--- src/rtl/sna_req_tx.sv ---
// SNA request transmitter: turns NoC request packets into AXI4-Lite AW/W/AR transfers and
// queues each requester's node id in per-direction tag FIFOs. Optional macro: SNA_WSTRB_EN.

module sna_tag_fifo #(
    parameter int NODE_W = 4,
    parameter int DEPTH  = 4
) (
    input  logic              clk,
    input  logic              rst_n,
    input  logic              push,
    input  logic [NODE_W-1:0] push_tag,
    input  logic              pop,
    output logic [NODE_W-1:0] head,
    output logic              valid,
    output logic              full
);
    localparam int PTR_W = (DEPTH > 1) ? $clog2(DEPTH) : 1;
    localparam int CNT_W = $clog2(DEPTH + 1);

    logic [NODE_W-1:0] mem [DEPTH];
    logic [PTR_W-1:0]  wr_ptr;
    logic [PTR_W-1:0]  rd_ptr;
    logic [CNT_W-1:0]  count;
    logic              do_pop;

    // Pointers wrap explicitly so DEPTH need not be a power of two.
    function automatic logic [PTR_W-1:0] next_ptr(input logic [PTR_W-1:0] p);
        return (p == PTR_W'(DEPTH - 1)) ? '0 : p + PTR_W'(1);
    endfunction

    assign do_pop = pop && (count != '0);
    assign valid  = (count != '0);
    assign full   = (count == CNT_W'(DEPTH));
    assign head   = valid ? mem[rd_ptr] : '0;

    always_ff @(posedge clk or negedge rst_n) begin
        if (!rst_n) begin
            wr_ptr <= '0;
            rd_ptr <= '0;
            count  <= '0;
            for (int i = 0; i < DEPTH; i++) mem[i] <= '0;
        end else begin
            if (push) begin
                mem[wr_ptr] <= push_tag;
                wr_ptr      <= next_ptr(wr_ptr);
            end
            if (do_pop) rd_ptr <= next_ptr(rd_ptr);
            if (push && !do_pop)      count <= count + CNT_W'(1);
            else if (!push && do_pop) count <= count - CNT_W'(1);
        end
    end
endmodule

module sna_req_tx #(
    parameter int ADDR_W    = 32,
    parameter int DATA_W    = 32,
    parameter int NODE_W    = 4,
    parameter int FLIT_W    = 32,
    parameter int TAG_DEPTH = 4
) (
    input  logic                clk,
    input  logic                rst_n,
    input  logic [FLIT_W-1:0]   flit_data,
    input  logic                flit_valid,
    output logic                flit_ready,
    output logic                busy,
    output logic [2:0]          dbg_state,
    output logic [ADDR_W-1:0]   awaddr,
    output logic                awvalid,
    input  logic                awready,
    output logic [DATA_W-1:0]   wdata,
    output logic [DATA_W/8-1:0] wstrb,
    output logic                wvalid,
    input  logic                wready,
    output logic [ADDR_W-1:0]   araddr,
    output logic                arvalid,
    input  logic                arready,
    output logic [NODE_W-1:0]   wr_tag,
    output logic                wr_tag_valid,
    input  logic                wr_tag_pop,
    output logic [NODE_W-1:0]   rd_tag,
    output logic                rd_tag_valid,
    input  logic                rd_tag_pop
);
    localparam int STRB_W = DATA_W / 8;

    // Handshake rule on every channel: a transfer happens on a rising edge where valid and
    // ready are both high; a raised valid holds its payload until then and never looks at ready.
    typedef enum logic [2:0] {S_HDR, S_ADDR, S_DATA, S_ISSUE_W, S_ISSUE_R} state_t;

    state_t            state_q, state_d;
    logic              is_write;
    logic [NODE_W-1:0] src_node;
    logic              aw_done, w_done;
    logic              flit_hs, aw_hs, w_hs, ar_hs;
    logic              issue_w, wr_push, rd_push;
    logic              wr_full, rd_full;
    logic              unused_flit;

    assign unused_flit = ^flit_data;
    assign dbg_state   = state_q;
    assign busy        = (state_q != S_HDR);
    assign flit_ready  = rst_n && (state_q == S_HDR || state_q == S_ADDR || state_q == S_DATA);
    assign flit_hs     = flit_valid && flit_ready;

    // Tag FIFO space is only consumed by our own pushes, so once a valid rises it stays up.
    assign issue_w = (state_q == S_ISSUE_W);
    assign awvalid = issue_w && !aw_done && !wr_full;
    assign wvalid  = issue_w && !w_done && !wr_full;
    assign arvalid = (state_q == S_ISSUE_R) && !rd_full;
    assign aw_hs   = awvalid && awready;
    assign w_hs    = wvalid && wready;
    assign ar_hs   = arvalid && arready;
    assign wr_push = issue_w && (aw_done || aw_hs) && (w_done || w_hs);
    assign rd_push = ar_hs;

    always_comb begin
        state_d = state_q;
        case (state_q)
            S_HDR:     if (flit_hs) state_d = S_ADDR;
            S_ADDR:    if (flit_hs) state_d = is_write ? S_DATA : S_ISSUE_R;
            S_DATA:    if (flit_hs) state_d = S_ISSUE_W;
            S_ISSUE_W: if (wr_push) state_d = S_HDR;
            S_ISSUE_R: if (rd_push) state_d = S_HDR;
            default:   state_d = S_HDR;
        endcase
    end

    always_ff @(posedge clk or negedge rst_n) begin
        if (!rst_n) state_q <= S_HDR;
        else        state_q <= state_d;
    end

    always_ff @(posedge clk or negedge rst_n) begin
        if (!rst_n) begin
            is_write <= 1'b0;
            src_node <= '0;
            awaddr   <= '0;
            araddr   <= '0;
            wdata    <= '0;
            aw_done  <= 1'b0;
            w_done   <= 1'b0;
        end else begin
            if (state_q == S_HDR && flit_hs) begin
                is_write <= flit_data[0];
                src_node <= flit_data[NODE_W:1];
            end
            if (state_q == S_ADDR && flit_hs) begin
                if (is_write) awaddr <= flit_data[ADDR_W-1:0];
                else          araddr <= flit_data[ADDR_W-1:0];
            end
            if (state_q == S_DATA && flit_hs) wdata <= flit_data[DATA_W-1:0];
            if (wr_push) begin
                aw_done <= 1'b0;
                w_done  <= 1'b0;
            end else if (issue_w) begin
                aw_done <= aw_done || aw_hs;
                w_done  <= w_done || w_hs;
            end
        end
    end

`ifdef SNA_WSTRB_EN
    always_ff @(posedge clk or negedge rst_n) begin
        if (!rst_n)                         wstrb <= '1;
        else if (state_q == S_HDR && flit_hs) wstrb <= flit_data[NODE_W+STRB_W:NODE_W+1];
    end
`else
    assign wstrb = '1;
`endif

    sna_tag_fifo #(.NODE_W(NODE_W), .DEPTH(TAG_DEPTH)) u_wr_tags (
        .clk(clk), .rst_n(rst_n), .push(wr_push), .push_tag(src_node), .pop(wr_tag_pop),
        .head(wr_tag), .valid(wr_tag_valid), .full(wr_full)
    );

    sna_tag_fifo #(.NODE_W(NODE_W), .DEPTH(TAG_DEPTH)) u_rd_tags (
        .clk(clk), .rst_n(rst_n), .push(rd_push), .push_tag(src_node), .pop(rd_tag_pop),
        .head(rd_tag), .valid(rd_tag_valid), .full(rd_full)
    );
endmodule

--- config.mk ---
export PLATFORM = sky130hd
export DESIGN_NAME = sna_req_tx
export DESIGN_NICKNAME = d
export VERILOG_FILES = /design/src/rtl/sna_req_tx.sv
export SDC_FILE = /design/constraint.sdc
export NUM_CORES = 1
export LEC_CHECK = 0
export ABC_AREA = 1
export CORE_UTILIZATION = 50
export DETAILED_ROUTE_END_ITERATION = 7
export MAX_ROUTING_LAYER = met4
export PLACE_DENSITY_LB_ADDON = 0.3
export REMOVE_ABC_BUFFERS = 1
export SYNTH_ARGS = -nofsm -noshare
export SYNTH_HDL_FRONTEND = slang
export SYNTH_HIERARCHICAL = 1
export SYNTH_SLANG_ARGS = --single-unit
--- constraint.sdc ---
create_clock -name clk -period 2.89 [get_ports clk]
set_clock_uncertainty 0.05 [all_clocks]
set_input_delay 0.7225 -clock clk [delete_from_list [all_inputs] [get_ports clk]]
set_output_delay 0.7225 -clock clk [all_outputs]
set_load 0.01 [all_outputs]
After elaboration in Yosys (flattened, before gate mapping)
Cells that the tools add are included.
Word-level totals
  register bits: 152
  input bits: 40
  output and inout port bits: 118
  logic and storage cells: 134
Operators by class
  add/subtract/negate cells: 8
  magnitude comparators: 6
  eq/ne operators: 15
  multiplexer cells: 33
  bitwise gates (word level): 5
  reduce and logical (&&, ||, !) cells: 45
Operator list (count)
  16-bit bitwise mux: 2
  4-bit two-way mux: 8
  3-bit two-way mux: 10
  1-bit logical AND: 23
  4-bit binary-select mux with 2-bit select: 2
  4-bit demux with 2-bit select: 2
  3-bit case mux with 5 select lines: 1
  3-bit >= comparator, second input constant: 4
  2-bit inverter with 3-bit output: 4
  3-bit equality test, second input constant: 3
  3-bit nonzero test: 3
  2-bit by 1-bit adder with 2-bit output, second input constant: 4
  2-bit equality test, second input constant: 4
  1-bit zero test: 8
  2-bit two-way mux: 4
  3-bit by 1-bit adder with 3-bit output, second input constant: 2
  3-bit by 2-bit equality test with 1-bit output, second input constant: 2
  3-bit by 1-bit less-than comparator with 1-bit output, second input constant: 2
  2-bit != test, second input constant: 3
  2-bit nonzero test: 3
  3-bit by 1-bit subtractor with 3-bit output, second input constant: 2
  5-bit AND reduction: 1
  1-bit logical OR: 4
  1-bit two-way mux: 4
  5 further kinds: 7

Longest topological paths before layout
Gate-level depths: netlist (run 1).
  depth in word-level cells: 11
  depth in mapped cells: 15
  mapped depth without buffers: 15

By module
The synthesis (run 1) kept the hierarchy.
Modules (own cells, without submodules)
  sna_req_tx: instances 1, cells each 419, area each 4347.9 um^2, seq. area each 2652.5 um^2
  sna_tag_fifo at u_wr_tags: instances 1, cells each 149, area each 1171.1 um^2, seq. area each 575.6 um^2
  sna_tag_fifo at u_rd_tags: instances 1, cells each 148, area each 1168.6 um^2, seq. area each 575.6 um^2

Worst setup path before layout (run 1)
OpenSTA, ideal clock, no wires.
  path type: input -> register
  from: input port arready
  to: register u_rd_tags.count[2]
  library setup time: 117 ps
  arrival time: 2203 ps
  required time: 2723 ps
  setup slack: 520 ps
  cell stages on the path: 9
  path buffers: 0
  cells stage by stage: inv_1 -> nor3_1 -> ha_1 -> inv_1 -> fa_1 -> nand2_1 -> nand3_1 -> nand2_1 -> nand2_1
On the way
  word-level cells in the longest chain between the ends: 4
  elaborated cells between the ends (all ways): 6
  those cells by class: mux: 1; reduce/logical: 5
Ends and longest elaborated chain
  start, declared: RTL line 77  | input logic arready,
  1-bit logical AND (*): RTL line 113  | assign ar_hs = arvalid && arready;
  via ar_hs: RTL line 95  | logic flit_hs, aw_hs, w_hs, ar_hs;
  1-bit zero test: RTL line 49  | else if (!push && do_pop) count <= count - CNT_W'(1);
  1-bit logical AND: RTL line 49
  2-bit nonzero test (no line)
  end signal, assigned: RTL line 48  | if (push && !do_pop) count <= count + CNT_W'(1);
  end signal, assigned: RTL line 49
  end, declared: RTL line 23  | logic [CNT_W-1:0] count;
The timed path passes the listed nets; every way through them passes the cells marked *.
A chain may end at the register's enable or synchronous reset.

Worst setup path in the final report (run 1)
  from: register state_q[1], in the netlist dbg_state[1]
  to: output port arvalid
On the way
  word-level cells in the longest chain between the ends: 2
Ends and longest elaborated chain
  start, declared: RTL line 91  | state_t state_q, state_d;
  start signal, assigned: RTL line 131  | else state_q <= state_d;
  3-bit equality test: RTL line 110  | assign arvalid = (state_q == S_ISSUE_R) && !rd_full;
  1-bit logical AND: RTL line 110
  end, declared: RTL line 76  | output logic arvalid,
No other way between the ends.

==> out/results.tsv, run 1 <==
stage	metric	value	unit
outcome	status	finished clean	
synthesis	Avg Inst Size Synth	9.340	um2
layout	P&R area growth vs syn	33.38	%
die	std cell rows	41	
synthesis	Syn. warnings	6	
setup_path	setup slack, reg-to-reg	0.54	ns
die	core footprint	0.01282	mm2
cts	CTS buffer count	17	
setup_path	Worst Setup EP	arvalid	
cts	Worst-path clk slew	0.06	ns
synthesis	distinct cell type count after synthesis	26	
die	die height	117.7	um
hold_path	min-delay worst type	in2async	
cts	Max clock buf depth	2	
power_and_ir_drop	combinational power share	42.2	%
sta	fmax	0.3613	GHz
placement	I/O Buffers	153	
sta	slack of the critical path	0.1224	ns
synthesis	register area share after synthesis	56.88	%
cts	root buf cell	clkbuf_16	
setup_path	launching point of the worst reg2reg path	u_wr_tags/count[0]	
sta	number of max-slew violations in the final report	0	
detailed_routing	Total Wirelength	15.95	mm
synthesis	Syn Inst Count	716	
die	Initial Util	52.15	%
global_route	first-pass GRT wire length	27.04	mm
setup_path	CP startpoint	dbg_state[1]	
global_route	largest net degree at the start of global routing	155	
setup_path	CP Class	reg2out	
die	# IOs	158	
cts	clock tree from TritonCTS	yes	
sta	Slew HR	43.49	%
setup_path	reg2reg end	u_wr_tags/count[1]	
detailed_routing	drt drc	0	
sta	Fin Hold WS	0.3681	ns
detailed_routing	post-route ant nets	0	
placement	dpl cells	1029	
cts	clk_lat worst skew	0.42	ns
detailed_routing	vias per std cell	5.063	
detailed_routing	Iter 0 DRT Violations	267	
setup_path	WP data arrival	2.00	ns
power_and_ir_drop	total power	10.14	mW
sta	setup TNS	0	ns
power_and_ir_drop	Clock Power Share	20.6	%
sta	Final Setup Violations	0	
sta	min Tclk post-route	2.768	ns
die	Die Wd	117.7	um
run	Max-Cap Viols	0	
layout	storage element area	0.003806	mm2
setup_path	crit-path max FO	7	
power_and_ir_drop	sw frac	35.62	%
synthesis	Syn Std Cell Area	0.006688	mm2
placement	DP Worst Slack	0.1710	ns
setup_path	worst path required time	2.12	ns
global_route	grt total ovfl	0	
sta	Final Hold Fails	0	
power_and_ir_drop	maximum resistive drop on vdd	0.0007257	V
layout	non-filler cells, final	1061	
cts	H-tree depth	4	
sta	RSZ-0062 raised after global routing	no	
global_route	Global Route Usage Sum	25.51	%
detailed_routing	DRT Pass-1 Iters	4	
setup_path	cells on worst reg2reg path	11	
global_route	vias in the first global route	5565	
sta	Slew @ Worst Pin	0.8476	ns
power_and_ir_drop	Flop pwr share	37.3	%
layout	# fillers	1029	
layout	share of layout cells above drive strength 1	11.47	%
power_and_ir_drop	leakage	4.127	nW
layout	# diodes	0	
detailed_routing	DR WL/cell	15.03	um
setup_path	endpoint class of the critical path	output pin	
setup_path	Worst setup SP type	flop	
sta	fin crit share	95.76	%
power_and_ir_drop	P_int	6.528	mW
global_route	initial antenna violation count	0	
synthesis	synthesis-stage register bit count	152	
placement	Routability Congestion	0.9115	
detailed_routing	via count	5372	
power_and_ir_drop	Pwr per Cell Area	1137	mW/mm2
power_and_ir_drop	NetSw	3.612	mW
placement	post-detail-place hpwl	11.00	mm
die	die footprint	0.01384	mm2
layout	footprint of the multi-input gates	0.002303	mm2
layout	Layout Nets	930	
cts	Num Clock Sinks	152	
-- timing repair --
item | 4_1_cts | 5_1_grt
hold endpoints to repair | 0 | 0
endpoints found under the setup margin | 0 | 8
setup buffers | 0 | 0
hold buffers | 0 | 0
resized for setup | 0 | 2
-- final cells by class --
class	instances	share of cell area, %
clock inverters	7	0.7575
clock buffers	25	5.555
flip-flops and latches	152	42.67
well taps	172	2.413
multi-input cells	438	25.82
repair buffers	162	18.36
inverters	105	4.419
-- cells in the mapped netlist --
cell,count,share of area [%]
a21oi_1,21,1.6
a21oi_2,57,7.5
buf_2,2,0.15
buf_4,4,0.45
buf_6,12,2.0
clkbuf_1,6,0.34
conb_1,1,0.056
dfrtp_1,152,57
fa_1,2,0.60
ha_1,12,2.2
inv_1,104,5.8
inv_2,1,0.056
nand2_1,151,8.5
nand3_1,21,1.6
nand3_4,1,0.26
nand4_1,3,0.28
nor2_1,73,4.1
nor2_8,2,0.60
nor3_1,5,0.37
nor3_2,1,0.15
o21ai_0,78,5.8
o21ai_1,2,0.15
o22ai_1,1,0.094
or2_0,1,0.094
or2_1,1,0.094
xnor2_1,2,0.26
-- cells by family (layout without fill, tap and decap cells) --
group | Yosys count | after routing | synth area share [%]
AOI/OAI and AO/OA | 159 | 159 | 15.12
xor gates and xnor gates | 2 | 2 | 0.2620
adders and majority gates | 14 | 14 | 2.844
buffers and inverters | 129 | 299 | 8.849
DFF | 152 | 152 | 56.88
other | 1 | 4 | 0.05607
and+or+nand+nor | 259 | 259 | 16.00
-- critical path: stages (launching register included) --
cell and delay [ns]:
dfrtp_1 0.47, inv_1 0.12, nand2_1 0.07, nor2_1 0.21, inv_1 0.09, nor2_1 0.09, clkdlybuf4s50_1 0.53
-- cells in the final DEF, fill, tap and decap left out, types with 3 or more instances in the layout --
| cell type | n |
|---|---|
| nor3_1 | 5 |
| a21oi_2 | 57 |
| ha_1 | 12 |
| inv_1 | 104 |
| clkbuf_16 | 17 |
| o21ai_0 | 78 |
| clkbuf_8 | 4 |
| buf_4 | 6 |
| clkinvlp_4 | 3 |
| clkdlybuf4s50_1 | 152 |
| conb_1 | 4 |
| clkinv_2 | 3 |
| nand2_1 | 151 |
| nand3_1 | 21 |
| nor2_1 | 73 |
| dfrtp_1 | 150 |
| nand4_1 | 3 |
| clkbuf_1 | 4 |
| a21oi_1 | 21 |
| buf_12 | 3 |
-- worst min path at each step --
stage | from | to | slack, ns | cells after the start
2_1_floorplan | rst_n | araddr[0] | 0.38 | 0
3_3_place_gp | u_rd_tags/count[2] | u_rd_tags/count[2] | 0.41 | 2
3_5_place_dp | u_rd_tags/count[2] | u_rd_tags/count[2] | 0.41 | 2
4_1_cts | u_rd_tags/count[2] | u_rd_tags/count[2] | 0.42 | 2
5_1_grt | u_wr_tags/mem[1] | u_wr_tags/mem[1] | 0.45 | 2
6_report | rst_n | u_wr_tags/rd_ptr[1] | 0.37 | 2
-- power by group through the flow --
stage,Clock [mW],Sequential [mW],Combinational (mW)
2_1_floorplan,0,3.98,1.80
3_3_place_gp,0,3.73,4.12
3_5_place_dp,0,3.79,4.27
4_1_cts,2.12,3.77,4.33
5_1_grt,2.21,3.90,4.72
6_report,2.08,3.78,4.28
-- flip-flops by register name, indices dropped and copies added (netlist names) --
signal	flops
src_node	4
is_write	1
u_wr_tags/wr_ptr	2
u_rd_tags/count	3
w_done	1
wdata	32
dbg_state	3
araddr	32
u_rd_tags/rd_ptr	2
u_rd_tags/wr_ptr	2
aw_done	1
u_wr_tags/rd_ptr	2
u_rd_tags/mem	16
awaddr	32
u_wr_tags/count	3
u_wr_tags/mem	16
-- per-stage QoR --
stage          instance area (um2)  util, %
3_3_place_gp                  8354    65.14
4_1_cts                       8917    69.53
2_1_floorplan                 6501        -
3_5_place_dp                  8354    65.14
6_report                      8920    69.55
5_1_grt                       8920    69.55
-- metal layers --
layer / wire length [um] / track usage (%)
met3: 1296 / 9.448
met2: 7880 / 41.54
met1: 6500 / 28.63
met4: 274 / 9.455
met5: 0 / -
Note: power is estimated with default switching activity, not from simulation.
==> run 2, diff against run 1 <==
- MAX_ROUTING_LAYER: met4 -> not set
==> out/results.tsv, run 2 (synthesized netlist as in run 1, its figures left out) <==
stage	metric	value	unit	change
sta	slack of the critical path	0.1220	ns	-0.0004210 ns
power_and_ir_drop	Flop pwr share	37.2	%	about the same
power_and_ir_drop	P_int	6.528	mW	about the same
sta	Slew HR	41.29	%	-2.2 points
layout	P&R area growth vs syn	33.38	%	unchanged
power_and_ir_drop	combinational power share	42.2	%	about the same
power_and_ir_drop	NetSw	3.609	mW	about the same
placement	I/O Buffers	153		unchanged
detailed_routing	via count	5321		-0.95%
global_route	grt total ovfl	0		unchanged
die	die height	117.7	um	unchanged
power_and_ir_drop	sw frac	35.60	%	about the same
cts	Worst-path clk slew	0.06	ns	about the same
cts	clock tree from TritonCTS	yes		
die	Die Wd	117.7	um	unchanged
layout	commonest non-fill, non-tap cell in the layout	clkdlybuf4s50_1		
die	die footprint	0.01384	mm2	unchanged
setup_path	Worst setup SP type	flop		
placement	placed cell area	0.008354	mm2	unchanged
sta	Final Hold Fails	0		unchanged
sta	min Tclk post-route	2.768	ns	+0.0004210 ns
sta	Final Setup Violations	0		unchanged
detailed_routing	Iter 0 DRT Violations	277		+3.7%
setup_path	endpoint class of the critical path	output pin		
cts	hold_buf cts	0		unchanged
setup_path	reg2reg end	u_rd_tags/count[2]		
power_and_ir_drop	leakage	4.127	nW	unchanged
power_and_ir_drop	Pwr per Cell Area	1136	mW/mm2	about the same
cts	CTS buffer count	17		unchanged
detailed_routing	drt drc	0		unchanged
global_route	Global Route Usage Sum	24.83	%	-0.69 points
sta	Slew @ Worst Pin	0.8806	ns	+0.03299 ns
die	Initial Util	52.15	%	unchanged
detailed_routing	vias per std cell	5.015		-0.95%
layout	share of layout cells above drive strength 1	11.47	%	unchanged
setup_path	CP Class	reg2out		
layout	largest registers	araddr (32), awaddr (32), wdata (32)		
layout	Layout Nets	930		unchanged
setup_path	crit-path max FO	7		unchanged
setup_path	setup slack, reg-to-reg	0.54	ns	about the same
die	std cell rows	41		unchanged
sta	fmax	0.3613	GHz	about the same
setup_path	launching point of the worst reg2reg path	dbg_state[1]		
global_route	largest net degree at the start of global routing	155		unchanged
detailed_routing	DRT Pass-1 Iters	6		+2
detailed_routing	post-route ant nets	0		unchanged
setup_path	CP startpoint	dbg_state[1]		
run	Max-Cap Viols	0		unchanged
setup_path	cells on worst reg2reg path	12		+1
setup_path	worst path required time	2.12	ns	about the same
layout	storage element area	0.003806	mm2	unchanged
placement	Routability Congestion	0.8963		-1.7%
hold_path	min-delay worst type	in2async		
cts	Num Clock Sinks	152		unchanged
layout	final instance area	0.008920	mm2	unchanged
global_route	vias in the first global route	5550		-0.27%
global_route	initial antenna violation count	0		unchanged
cts	H-tree depth	4		unchanged
layout	most frequent cells in the layout	152 x clkdlybuf4s50_1, 151 x nand2_1, 150 x dfrtp_1, 104 x inv_1, 78 x o21ai_0		
power_and_ir_drop	maximum resistive drop on vdd	0.0007256	V	about the same
cts	clk_lat worst skew	0.42	ns	about the same
cts	root buf cell	clkbuf_16		
sta	fin crit share	95.78	%	about the same
outcome	status	finished clean		
placement	post-detail-place hpwl	11.00	mm	unchanged
die	# IOs	158		unchanged
sta	setup TNS	0	ns	unchanged
sta	RSZ-0062 raised after global routing	no		
sta	number of max-slew violations in the final report	0		unchanged
die	core footprint	0.01282	mm2	unchanged
layout	footprint of the multi-input gates	0.002303	mm2	unchanged
placement	DP Worst Slack	0.1710	ns	unchanged
global_route	first-pass GRT wire length	27.06	mm	about the same
detailed_routing	Total Wirelength	15.89	mm	-0.36%
layout	# fillers	1029		unchanged
detailed_routing	DR WL/cell	14.98	um	-0.36%
setup_path	WP data arrival	2.00	ns	about the same
cts	Max clock buf depth	2		unchanged
power_and_ir_drop	Clock Power Share	20.6	%	about the same
layout	# diodes	0		unchanged
run 2: cell counts in the layout (fill, tap and decap cells not counted):
Identical to the previous run, type by type.
run 2: power groups by stage:
stage                     registers [mW]  clock network [mW]  logic, mW
after floorplan                     3.98                   0       1.80
final                               3.77                2.09       4.27
after global placement              3.73                   0       4.12
after detailed placement            3.79                   0       4.27
after global routing                3.90                2.21       4.72
after CTS                           3.77                2.12       4.33
run 2: cell type report:
class	instances	area share, %
sequential	152	42.67
timing repair buffer	162	18.36
multi-input combinational	438	25.82
inverter	105	4.419
clock inverter	7	0.7575
clock buffer	25	5.555
tap	172	2.413
run 2: timing repair:
item | in CTS | in global routing
buffers inserted | 0 | 0
resized for setup | 0 | 2
setup endpoints to repair | 0 | 8
run 2: metal layers:
layer	share of wire, %	global-route usage [%]	routed length (um)	up-vias
li1	-	-	-	2569
met1	40	28.18	6314	2589
met2	50	41.40	7876	144
met3	9.2	10.56	1465	19
met4	1.5	9.455	236	0
met5	0	0	0	-
run 2: worst max-delay path by stage:
stage / endpoint / slack, ns / cells after the start
final: arvalid / 0.12 / 6
after global routing: awvalid / 0.003 / 4
after CTS: rd_tag[2] / 0.003 / 5
after detailed placement: u_wr_tags/count[2] / 0.17 / 12
after global placement: u_wr_tags/count[2] / 0.30 / 12
after floorplan: wdata[0] / 0.39 / 2
run 2: stage by stage:
stage | hold WS, ns | util, % | cells | power, mW
finish | 0.3288 | 69.55 | 1061 | 10.14
floorplan | 0.3769 | - | 695 | 5.779
global route | 0.4531 | 69.55 | 1061 | 10.84
detailed placement | 0.4098 | 65.14 | 1029 | 8.062
CTS | 0.4228 | 69.53 | 1061 | 10.22
global placement | 0.4052 | 65.14 | 1029 | 7.852
run 2: critical path, stage by stage, from the launching register on:
cell and delay (ns):
dfrtp_1 0.47, inv_1 0.12, nand2_1 0.07, nor2_1 0.20, inv_1 0.09, nor2_1 0.09
clkdlybuf4s50_1 0.53
==> run 3, diff against run 2 <==
- GPL_TIMING_DRIVEN: not set -> 0
==> out/results.tsv, run 3 (synthesized netlist as in run 1, its figures left out) <==
stage	metric	value	unit	change
global_route	Global Route Usage Sum	23.99	%	-0.83 points
die	core footprint	0.01282	mm2	unchanged
sta	Slew HR	24.10	%	-17 points
sta	Final Setup Violations	0		unchanged
die	Die Wd	117.7	um	unchanged
detailed_routing	via count	5352		+0.58%
sta	fmax	0.3601	GHz	-0.32%
setup_path	endpoint class of the critical path	output pin		
global_route	first-pass GRT wire length	26.21	mm	-3.2%
setup_path	setup slack, reg-to-reg	0.35	ns	-0.19 ns
detailed_routing	drt drc	0		unchanged
die	# IOs	158		unchanged
cts	clock tree from TritonCTS	yes		
placement	dpl cells	1024		-0.49%
outcome	status	finished clean		
power_and_ir_drop	Pwr per Cell Area	1145	mW/mm2	+0.74%
setup_path	CP Class	reg2out		
cts	CTS buffer count	17		unchanged
setup_path	crit-path max FO	9		+2
detailed_routing	post-route ant nets	0		unchanged
placement	post-detail-place hpwl	10.64	mm	-3.2%
sta	Slew @ Worst Pin	1.138	ns	+0.2579 ns
power_and_ir_drop	maximum resistive drop on vdd	0.0007173	V	-1.2%
layout	# fillers	974		-5.3%
layout	final instance area	0.008954	mm2	+0.38%
cts	root buf cell	clkbuf_16		
layout	non-filler cells, final	1058		-0.28%
layout	utilization after layout	69.81	%	+0.26 points
die	Initial Util	52.15	%	unchanged
die	die footprint	0.01384	mm2	unchanged
cts	Max clock buf depth	2		unchanged
detailed_routing	Iter 0 DRT Violations	355		+28%
sta	RSZ-0062 raised after global routing	no		
sta	number of max-slew violations in the final report	0		unchanged
cts	clk_lat worst skew	0.42	ns	about the same
layout	# diodes	0		unchanged
global_route	largest net degree at the start of global routing	82		-47%
cts	Worst-path clk slew	0.06	ns	about the same
layout	Layout Nets	927		-0.32%
sta	min Tclk post-route	2.777	ns	+0.008811 ns
setup_path	launching point of the worst reg2reg path	dbg_state[1]		
setup_path	reg2reg end	u_rd_tags/count[2]		
detailed_routing	Total Wirelength	15.75	mm	-0.89%
setup_path	cells on worst reg2reg path	12		unchanged
die	die height	117.7	um	unchanged
placement	placed cell area	0.008330	mm2	-0.28%
layout	largest registers	araddr (32), awaddr (32), wdata (32)		
global_route	initial antenna violation count	0		unchanged
detailed_routing	DRT Pass-1 Iters	5		-1
detailed_routing	vias per std cell	5.059		+0.87%
global_route	vias in the first global route	5429		-2.2%
placement	DP Worst Slack	-0.3108	ns	-0.4818 ns
sta	fin crit share	96.08	%	+0.30 points
placement	I/O Buffers	153		unchanged
cts	H-tree depth	4		unchanged
power_and_ir_drop	leakage	4.138	nW	+0.25%
setup_path	cells along the critical path	inv_1 -> nand2_1 -> nand3_1 -> a21oi_1 -> clkdlybuf4s50_1		
hold_path	min-delay worst type	in2async		
setup_path	WP data arrival	2.00	ns	about the same
sta	Final Hold Fails	0		unchanged
cts	Num Clock Sinks	152		unchanged
sta	slack of the critical path	0.1132	ns	-0.008811 ns
setup_path	CP startpoint	u_rd_tags/rd_ptr[0]		
placement	Routability Congestion	0.7967		-11%
setup_path	worst path required time	2.12	ns	about the same
layout	commonest non-fill, non-tap cell in the layout	clkdlybuf4s50_1		
global_route	grt total ovfl	0		unchanged
setup_path	Slowest Stage Delay on Critical Path	0.58	ns	+0.05 ns
power_and_ir_drop	total power	10.25	mW	+1.1%
layout	most frequent cells in the layout	152 x clkdlybuf4s50_1, 151 x nand2_1, 150 x dfrtp_1, 104 x inv_1, 78 x o21ai_0		
die	std cell rows	41		unchanged
layout	P&R area growth vs syn	33.88	%	
cts	hold_buf cts	0		unchanged
setup_path	slowest CP cell	clkdlybuf4s50_1		
detailed_routing	DR WL/cell	14.89	um	-0.61%
run	Max-Cap Viols	0		unchanged
setup_path	Worst setup SP type	flop		
layout	share of layout cells above drive strength 1	11.74	%	+0.26 points
## run 3: cell count changes in the layout (fill, tap and decap cells not counted), sizes merged
cell / previous run / this run
inv: 105 / 108
clkbuf: 25 / 19
buf: 10 / 7
bufinv: 1 / 2
clkinv: 3 / 5
## run 3: worst max-delay path, delay by kind of cell (launching register included)
kind	cells	cell delay [ns]
AO/OA/AOI/OAI	1	0.22
buffers and inverters	2	0.74
flip-flops	1	0.44
AND/OR/NAND/NOR	2	0.18
## run 3: cell type report
class	instances	area [um2]	share of cell area [%]
clock buffer	19	442.9	4.947
multi-input combinational	438	2312	25.82
inverter	105	394.1	4.402
sequential	152	3806	42.51
clock inverter	13	145.1	1.621
timing repair buffer	159	1638	18.29
tap	172	215.2	2.404
## run 3: power by group
| group | internal (mW) | switching, mW | leakage, nW |
|---|---|---|---|
| clock network | 1.30 | 0.887 | 0.280 |
| registers | 3.10 | 0.673 | 1.87 |
| logic | 2.17 | 2.13 | 1.98 |
| total | 6.56 | 3.69 | 4.14 |
## run 3: per-stage QoR
stage               setup TNS [ns]  hold slack [ns]
detailed placement          -5.651           0.4229
global route                     0           0.1727
finish                           0           0.1449
global placement          -1376.01           0.4090
CTS                              0           0.1774
floorplan                        0           0.3769
## run 3: metal layers
| metal | vias up | share of wire (%) | global-route usage (%) |
|---|---|---|---|
| li1 | 2560 | - | - |
| met1 | 2607 | 40 | 27.42 |
| met2 | 165 | 50 | 39.67 |
| met3 | 20 | 9.0 | 10.95 |
| met4 | 0 | 1.4 | 8.173 |
| met5 | - | 0 | 0 |
## run 3: what timing repair did
action                                  CTS  global route
setup buffers                             0             2
endpoints found under the setup margin    5             6
resized for setup                         4             2
## run 3: how the worst max path moves through the flow
stage                    endpoint
2_1_floorplan            wdata[0]
3_3_place_gp            wdata[29]
3_5_place_dp   u_rd_tags/count[2]
4_1_cts        u_rd_tags/count[2]
5_1_grt                 wr_tag[3]
6_report                rd_tag[2]
